<file path="src/rtl/fp32_mul_arbiter.sv">
// Round-robin arbiter sharing one pipelined FP32 multiplier among NUM_REQ requesters.
// Define FP32_MUL_ARB_STATS_EN to add the grant_cnt/idle_cnt statistics outputs.
module fp32_mul_arbiter #(
    parameter int unsigned NUM_REQ     = 4,
    parameter int unsigned MUL_LATENCY = 8
) (
    input  logic                    clk,
    input  logic                    rst_n,
    input  logic [NUM_REQ-1:0]      req_valid,
    output logic [NUM_REQ-1:0]      req_ready,
    input  logic [32*NUM_REQ-1:0]   req_a,
    input  logic [32*NUM_REQ-1:0]   req_b,
    output logic [NUM_REQ-1:0]      rsp_valid,
    output logic [31:0]             rsp_data,
    output logic [31:0]             mul_a,
    output logic [31:0]             mul_b,
    output logic                    mul_in_valid,
    input  logic [31:0]             mul_out_data,
    input  logic                    mul_out_valid,
    output logic                    err
`ifdef FP32_MUL_ARB_STATS_EN
    ,
    output logic [32*NUM_REQ-1:0]   grant_cnt,
    output logic [31:0]             idle_cnt
`endif
);

    localparam int unsigned IDX_W = (NUM_REQ > 1) ? $clog2(NUM_REQ) : 1;
    localparam int unsigned DRN_W = $clog2(MUL_LATENCY + 2);
    localparam logic [DRN_W-1:0] DRAIN_INIT = DRN_W'(MUL_LATENCY + 1);

    logic [31:0]      a_arr [NUM_REQ];
    logic [31:0]      b_arr [NUM_REQ];
    logic [IDX_W-1:0] rr_ptr;
    logic [IDX_W-1:0] grant_idx;
    logic [IDX_W-1:0] cand;
    logic [IDX_W-1:0] issue_idx;
    logic             grant_any;

    logic [MUL_LATENCY-1:0] tag_vld;
    logic [IDX_W-1:0]       tag_idx [MUL_LATENCY];
    logic [DRN_W-1:0]       drain;

    for (genvar i = 0; i < NUM_REQ; i++) begin : g_unpack
        assign a_arr[i] = req_a[32*i +: 32];
        assign b_arr[i] = req_b[32*i +: 32];
    end

    // First valid requester scanning upward from rr_ptr with wrap.
    always_comb begin
        grant_any = 1'b0;
        grant_idx = '0;
        cand      = '0;
        for (int unsigned k = 0; k < NUM_REQ; k++) begin
            cand = IDX_W'((32'(rr_ptr) + k) % NUM_REQ);
            if (!grant_any && req_valid[cand]) begin
                grant_any = 1'b1;
                grant_idx = cand;
            end
        end
        if (!rst_n) begin
            grant_any = 1'b0;
        end
    end

    assign req_ready = grant_any ? (NUM_REQ'(1) << grant_idx) : '0;

    always_ff @(posedge clk or negedge rst_n) begin
        if (!rst_n) begin
            rr_ptr       <= '0;
            mul_a        <= '0;
            mul_b        <= '0;
            mul_in_valid <= 1'b0;
            issue_idx    <= '0;
        end else begin
            mul_in_valid <= grant_any;
            if (grant_any) begin
                rr_ptr    <= IDX_W'((32'(grant_idx) + 32'd1) % NUM_REQ);
                mul_a     <= a_arr[grant_idx];
                mul_b     <= b_arr[grant_idx];
                issue_idx <= grant_idx;
            end
        end
    end

    // Tag pipe runs in lockstep with the multiplier; its last stage lines up with mul_out_valid.
    always_ff @(posedge clk or negedge rst_n) begin
        if (!rst_n) begin
            tag_vld <= '0;
            for (int unsigned k = 0; k < MUL_LATENCY; k++) begin
                tag_idx[k] <= '0;
            end
        end else begin
            tag_vld[0] <= mul_in_valid;
            tag_idx[0] <= issue_idx;
            for (int unsigned k = 1; k < MUL_LATENCY; k++) begin
                tag_vld[k] <= tag_vld[k-1];
                tag_idx[k] <= tag_idx[k-1];
            end
        end
    end

    // The multiplier is not reset here, so results already in flight are ignored until drain hits 0.
    always_ff @(posedge clk or negedge rst_n) begin
        if (!rst_n) begin
            rsp_valid <= '0;
            rsp_data  <= '0;
            err       <= 1'b0;
            drain     <= DRAIN_INIT;
        end else begin
            rsp_valid <= tag_vld[MUL_LATENCY-1] ? (NUM_REQ'(1) << tag_idx[MUL_LATENCY-1]) : '0;
            if (tag_vld[MUL_LATENCY-1]) begin
                rsp_data <= mul_out_data;
            end
            if (drain != '0) begin
                drain <= drain - 1'b1;
            end else if (mul_out_valid != tag_vld[MUL_LATENCY-1]) begin
                err <= 1'b1;
            end
        end
    end

`ifdef FP32_MUL_ARB_STATS_EN
    logic [31:0] gcnt [NUM_REQ];

    always_ff @(posedge clk or negedge rst_n) begin
        if (!rst_n) begin
            for (int unsigned k = 0; k < NUM_REQ; k++) begin
                gcnt[k] <= '0;
            end
            idle_cnt <= '0;
        end else begin
            if (grant_any) begin
                gcnt[grant_idx] <= gcnt[grant_idx] + 32'd1;
            end
            if (!mul_in_valid) begin
                idle_cnt <= idle_cnt + 32'd1;
            end
        end
    end

    for (genvar i = 0; i < NUM_REQ; i++) begin : g_stats
        assign grant_cnt[32*i +: 32] = gcnt[i];
    end
`endif

endmodule

</file>
<file path="config.mk">
export PLATFORM = sky130hd
export DESIGN_NAME = fp32_mul_arbiter
export DESIGN_NICKNAME = d
export VERILOG_FILES = /design/src/rtl/fp32_mul_arbiter.sv
export SDC_FILE = /design/constraint.sdc
export NUM_CORES = 1
export LEC_CHECK = 0
export ABC_AREA = 1
export ABC_CLOCK_PERIOD_IN_PS = 4140
export BUFFER_PORTS_ARGS = -buffer_cell sky130_fd_sc_hd__buf_2
export CORE_AREA = 2 2 157 159
export DETAILED_ROUTE_END_ITERATION = 6
export DIE_AREA = 0 0 159 161
export PLACE_DENSITY = 0.66
export SLEW_MARGIN = 5
export SYNTH_ARGS = -nofsm -noshare
export SYNTH_HDL_FRONTEND = slang
export SYNTH_SLANG_ARGS = --single-unit
</file>
<file path="constraint.sdc">
create_clock -name clk -period 4.14 [get_ports clk]
set_input_delay 0.207 -clock clk [delete_from_list [all_inputs] [get_ports clk]]
set_output_delay 0.207 -clock clk [all_outputs]
set_load 0.005 [all_outputs]
</file>
=== Word level (Yosys, flattened, before mapping) ===
Cells that the tools add are included.

* Bits in registers: 134
* Bits of input ports: 295
* Output and inout port bits: 106

* $add $sub $neg: 5
* $lt $le $gt $ge: 5
* Equal/unequal tests: 1
* Shift-type cells: 2
* Multiplexer cells: 25
* Bitwise logic cells: 2
* Reductions and logical operators: 8

{| class="wikitable"
|+ Operators by type and width
! operator !! number
|-
| binary-select mux 32 bit (select 2 bit) || 2
|-
| 2-to-1 mux 32 bit || 4
|-
| < comparator 2 x 3 -> 1 bit (second input constant) || 4
|-
| 2-to-1 mux 1 bit || 9
|-
| binary-select mux 1 bit (select 2 bit) || 4
|-
| 2-to-1 mux 2 bit || 4
|-
| 2-to-1 mux 4 bit || 2
|-
| << shifter 1 x 2 -> 4 bit (first input constant) || 2
|-
| adder 2 x 1 -> 2 bit (second input constant) || 2
|-
| adder 2 bit (second input constant) || 2
|-
| nonzero test 4 bit || 1
|-
| subtractor 4 x 1 -> 4 bit (second input constant) || 1
|-
| >= comparator 3 bit (second input constant) || 1
|-
| logical AND 1 bit || 3
|-
| logical NOT 1 bit || 3
|-
| inverter 2 -> 3 bit || 1
|-
| AND reduction 2 bit || 1
|-
| != test 1 bit || 1
|-
| inverter 1 bit || 1
|}

=== Longest topological paths before layout ===
* Depth after elaboration: 16
* Gate-level depth with buffers: 17
* Mapped depth without buffers: 14

=== Least setup slack after synthesis ===
OpenSTA, ideal clock, no wires.

* Kind: register -> output
* Start point: reg rr_ptr[0]
* End point: out req_ready[3]
* Data arrival time: 1.684 ns
* Required time: 3.933 ns
* Slack: 2.249 ns
* Stages on the path, launching flop included: 14
* Buffers on the path: 2
* Cells stage by stage: dfrtp_1 -> buf_4 -> inv_4 -> nand2_1 -> nand2_1 -> nand2_1 -> nand2_1 -> nor2_2 -> nand3_2 -> nand2_2 -> nor2_4 -> buf_2 -> inv_1 -> nor2_1

* Word-level cells in the longest chain between the ends: 14
* Elaborated cells on any way between the ends: 28
* Those cells by class: add/sub: 3; shift: 1; mux: 18; reduce/logical: 6

{| class="wikitable"
|+ Ends and longest elaborated chain
! what !! RTL line !! RTL
|-
| start: declaration || 34 || <nowiki>logic [IDX_W-1:0] rr_ptr;</nowiki>
|-
| start signal: assignment || 78 || <nowiki>rr_ptr <= IDX_W'((32'(grant_idx) + 32'd1) % NUM_REQ);</nowiki>
|-
| branches (longest 13 deep; another with adder 2 x 1 -> 2 bit) || - ||
|-
| 2-to-1 mux 4 bit * || 66 || <nowiki>assign req_ready = grant_any ? (NUM_REQ'(1) << grant_idx) : '0;</nowiki>
|-
| end: declaration || 10 || <nowiki>output logic [NUM_REQ-1:0] req_ready,</nowiki>
|}

Mark *: on every way between the ends. The select of a mux whose other input is x is not followed.

=== Worst setup path in the final report ===
* Start point: reg rr_ptr[0]
* End point: out req_ready[1]

Same word-level chain as after synthesis.

==> metrics.md <==
| Metric | Value |
|---|---|
| Status | `finished clean` |
| Placed insts | `between 1.5k and 2k` |
| Final std cells w/o fill | `about 1.9k` |
| Ys async rst share | `100%` |
| Post-route antenna net violation count | `0` |
| Final min period | `~3.6 ns` |
| Remaining DRCs | `0` |
| Hold WC Path Type | `in2reg` |
| Initial DRC count | `between 400 and 500` |
| Max H-tree Level | `4` |
| Vias per cell | `4.62` |
| First-pass GRT wire length | `approximately 44 mm` |
| Core Area | `24,000 µm²` |
| Slew headroom | `approximately a quarter` |
| CTS clk-pin slew, worst paths | `around 0.060 ns` |
| MaxCap Viol Count | `0` |
| DP HPWL | `19.2 mm` |
| Rows | `57` |
| HP Start | `mul_out_data[0]` |
| Number of synthesized flops with an enable pin | `0` |
| Reg2Reg Launch Point | `rr_ptr[0]` |
| Hold Slack | `about 0.021 ns` |
| Placer Congestion | `just over 0.9` |
| Mean Syn Cell Area | `between 6 and 7 µm²` |
| Req. time, crit path | `between 3 and 4 ns` |
| Initial antenna violation count | `2` |
| CTS tree | `built` |
| Lkg Pwr | `~0.0066 µW` |
| Sum Neg Setup Slack | `0 ns` |
| Die extent in y | `161 µm` |
| Tot Pwr | `~9000 µW` |
| IO Pins | `401` |
| Clock Tree Root | `clkbuf_16` |
| Fin crit share | `a little under nine tenths` |
| Mapped Nets | `roughly 1.5k` |
| Layout cell share with drive strength beyond 1 | `29.7%` |
| RSZ-0062 raised after global routing | `no` |
| First-pass detailed-route iteration total | `5` |
| Max IR drop VDD | `~0.5 mV` |
| All-layer global routing usage | `between 20% and 30%` |
| Post-Synthesis Cells | `around 1.2k` |
| Synth cell types | `28` |
| Die W | `around 160 µm` |
| Via Count | `8,662` |
| Vias in the first global route | `between 8k and 9k` |
| Worst Setup SP | `rr_ptr[0]` |
| Final worst slack | `between 0.5 and 0.6 ns` |
| Max-slew violations | `0` |
| Nets | `between 1.5k and 2k` |
| Post-CTS setup buffer count | `0` |
| Element type at the critical path start | `register` |
| Clock sinks | `134` |
| Total grt overflow | `0` |
| Largest net degree at the start of global routing | `81` |
| Register area share after synthesis | `a little over two fifths` |
| CP Max Fanout | `44` |
| CTS buffer count | `17` |
| # setup viols final | `0` |
| Final hold vios | `0` |
| Worst-margin pin slew | `between 1 and 1.5 ns` |
| CP Class | `reg2out` |
| Fmax | `between 0.2 and 0.3 GHz` |
| Die ar. | `between 20,000 and 30,000 µm²` |
| Main synth FF type | `dfrtp_1` |
| Synth-to-layout area growth | `37.7%` |
| Post-synth design cell area | `approximately 7900 µm²` |
| Dpl ws | `roughly 0.99 ns` |
| Clock buffer depth | `2` |
| Clk_lat worst skew | `between 0.4 and 0.5 ns` |
| Drt wl/cell | `14.6 µm` |
| Worst Skew | `approximately 0.013 ns` |
| WP data arrival | `3.36 ns` |
| DRT Wirelength | `about 27 mm` |
| I/O Buffers | `400` |
| Critical Path Sink Type | `output pin` |
| Initial Utilization | `roughly a third` |
| Syn. warnings | `0` |
| P per Cell Area | `809 nW/µm²` |
| Seq cells post-synth | `134` |
-- per-layer routing --
metal	wire length [µm]	GRT usage [%]	up-vias
met3	1790	4.88	57
met4	858	8.31	2
li1	-	-	4347
met5	13	0	-
met1	11800	27.4	3903
met2	12900	35.4	353
-- logic make-up after synthesis --
kind of cell    Yosys count  share of synthesized area [%]
compound gates           57                           5.29
flops                   134                           42.6
buf+inv                 305                           15.5
xor+xnor                  2                          0.222
fa+ha+maj                 1                          0.159
simple gates            659                           36.2
-- stage by stage --
step | util, % | instance area [µm²]
2_1_floorplan | - | 7880
3_3_place_gp | 42.1 | 10100
3_5_place_dp | 42.1 | 10100
4_1_cts | 45.3 | 10800
5_1_grt | 45.3 | 10800
6_report | 45.3 | 10800
-- worst paths after layout --
check	to	slack, ns	cells past startpoint
max	req_ready[1]	0.57	11
min	rsp_data[0]	0.02	3
max reg2reg	mul_b[2]	1.00	10
min reg2reg	tag_vld[6]	0.34	0
max in group asynchronous	mul_a[6]	2.75	3
min in group asynchronous	mul_b[2]	0.24	2
-- what timing repair did --
| action | in CTS | in global routing |
|---|---|---|
| endpoints found under the hold margin | 46 | 0 |
| gates resized for setup | 0 | 0 |
| hold buffers | 21 | 0 |
-- registers in the layout (all words and copies together), names as in the netlist --
register,cells
rr_ptr,2
rsp_data,32
tag_idx,16
mul_a,32
err,1
rsp_valid,4
tag_vld,8
mul_b,32
drain,4
issue_idx,2
mul_in_valid,1
-- cell usage in the layout, fill, tap and decap left out, types with 3 or more instances in the layout --
cell type and n:
buf_2 399, buf_4 9, clkbuf_16 17, clkinvlp_4 5
dfrtp_1 132, dlygate4sd3_1 21, inv_1 225, inv_2 4
inv_6 3, nand2_1 445, nand3_1 111, nand3_4 3
nand4_1 78, nor2_1 10, nor3_1 4, o211ai_1 51
o21ai_0 4
-- power breakdown --
group / total (µW) / internal, µW / switching, µW / leakage [µW]
clock network: 1420 / 807 / 617 / 0.000257
registers: 2190 / 1890 / 296 / 0.00163
logic: 5160 / 1760 / 3400 / 0.00476
total: 8770 / 4460 / 4320 / 0.00664
-- layout make-up --
cell class	instances	area [µm²]
Fill cell	2506	13100
Sequential cell	134	3360
Multi-Input combinational cell	719	3340
Timing Repair Buffer	432	2330
Inverter	231	870
Clock buffer	20	457
Tap cell	324	405
Clock inverter	12	93.8
Antenna cell	1	2.50
-- Yosys cell counts (4+ instances only) --
cell	n	share of area [%]
inv_2	4	0.19
buf_4	6	0.57
o21ai_0	4	0.25
o211ai_1	51	4.9
inv_1	225	11
nor2_1	10	0.48
clkbuf_1	20	0.95
buf_1	10	0.48
nand2_1	445	21
nand3_1	112	7.1
nor3_1	4	0.25
buf_2	37	2.3
dfrtp_1	132	42
nand4_1	78	6.2
-- worst max-delay path, stage by stage, from the launching register on --
cell and delay, ns:
dfrtp_1 0.59, inv_4 0.12, nand2_1 0.08, nand2_1 0.09
nor2_1 0.15, nor2_1 0.09, nand3_4 0.24, nand2_4 0.32
inv_2 0.75, nand3_1 0.24, inv_1 0.11, buf_2 0.11
(Power assumes the default switching activity.)
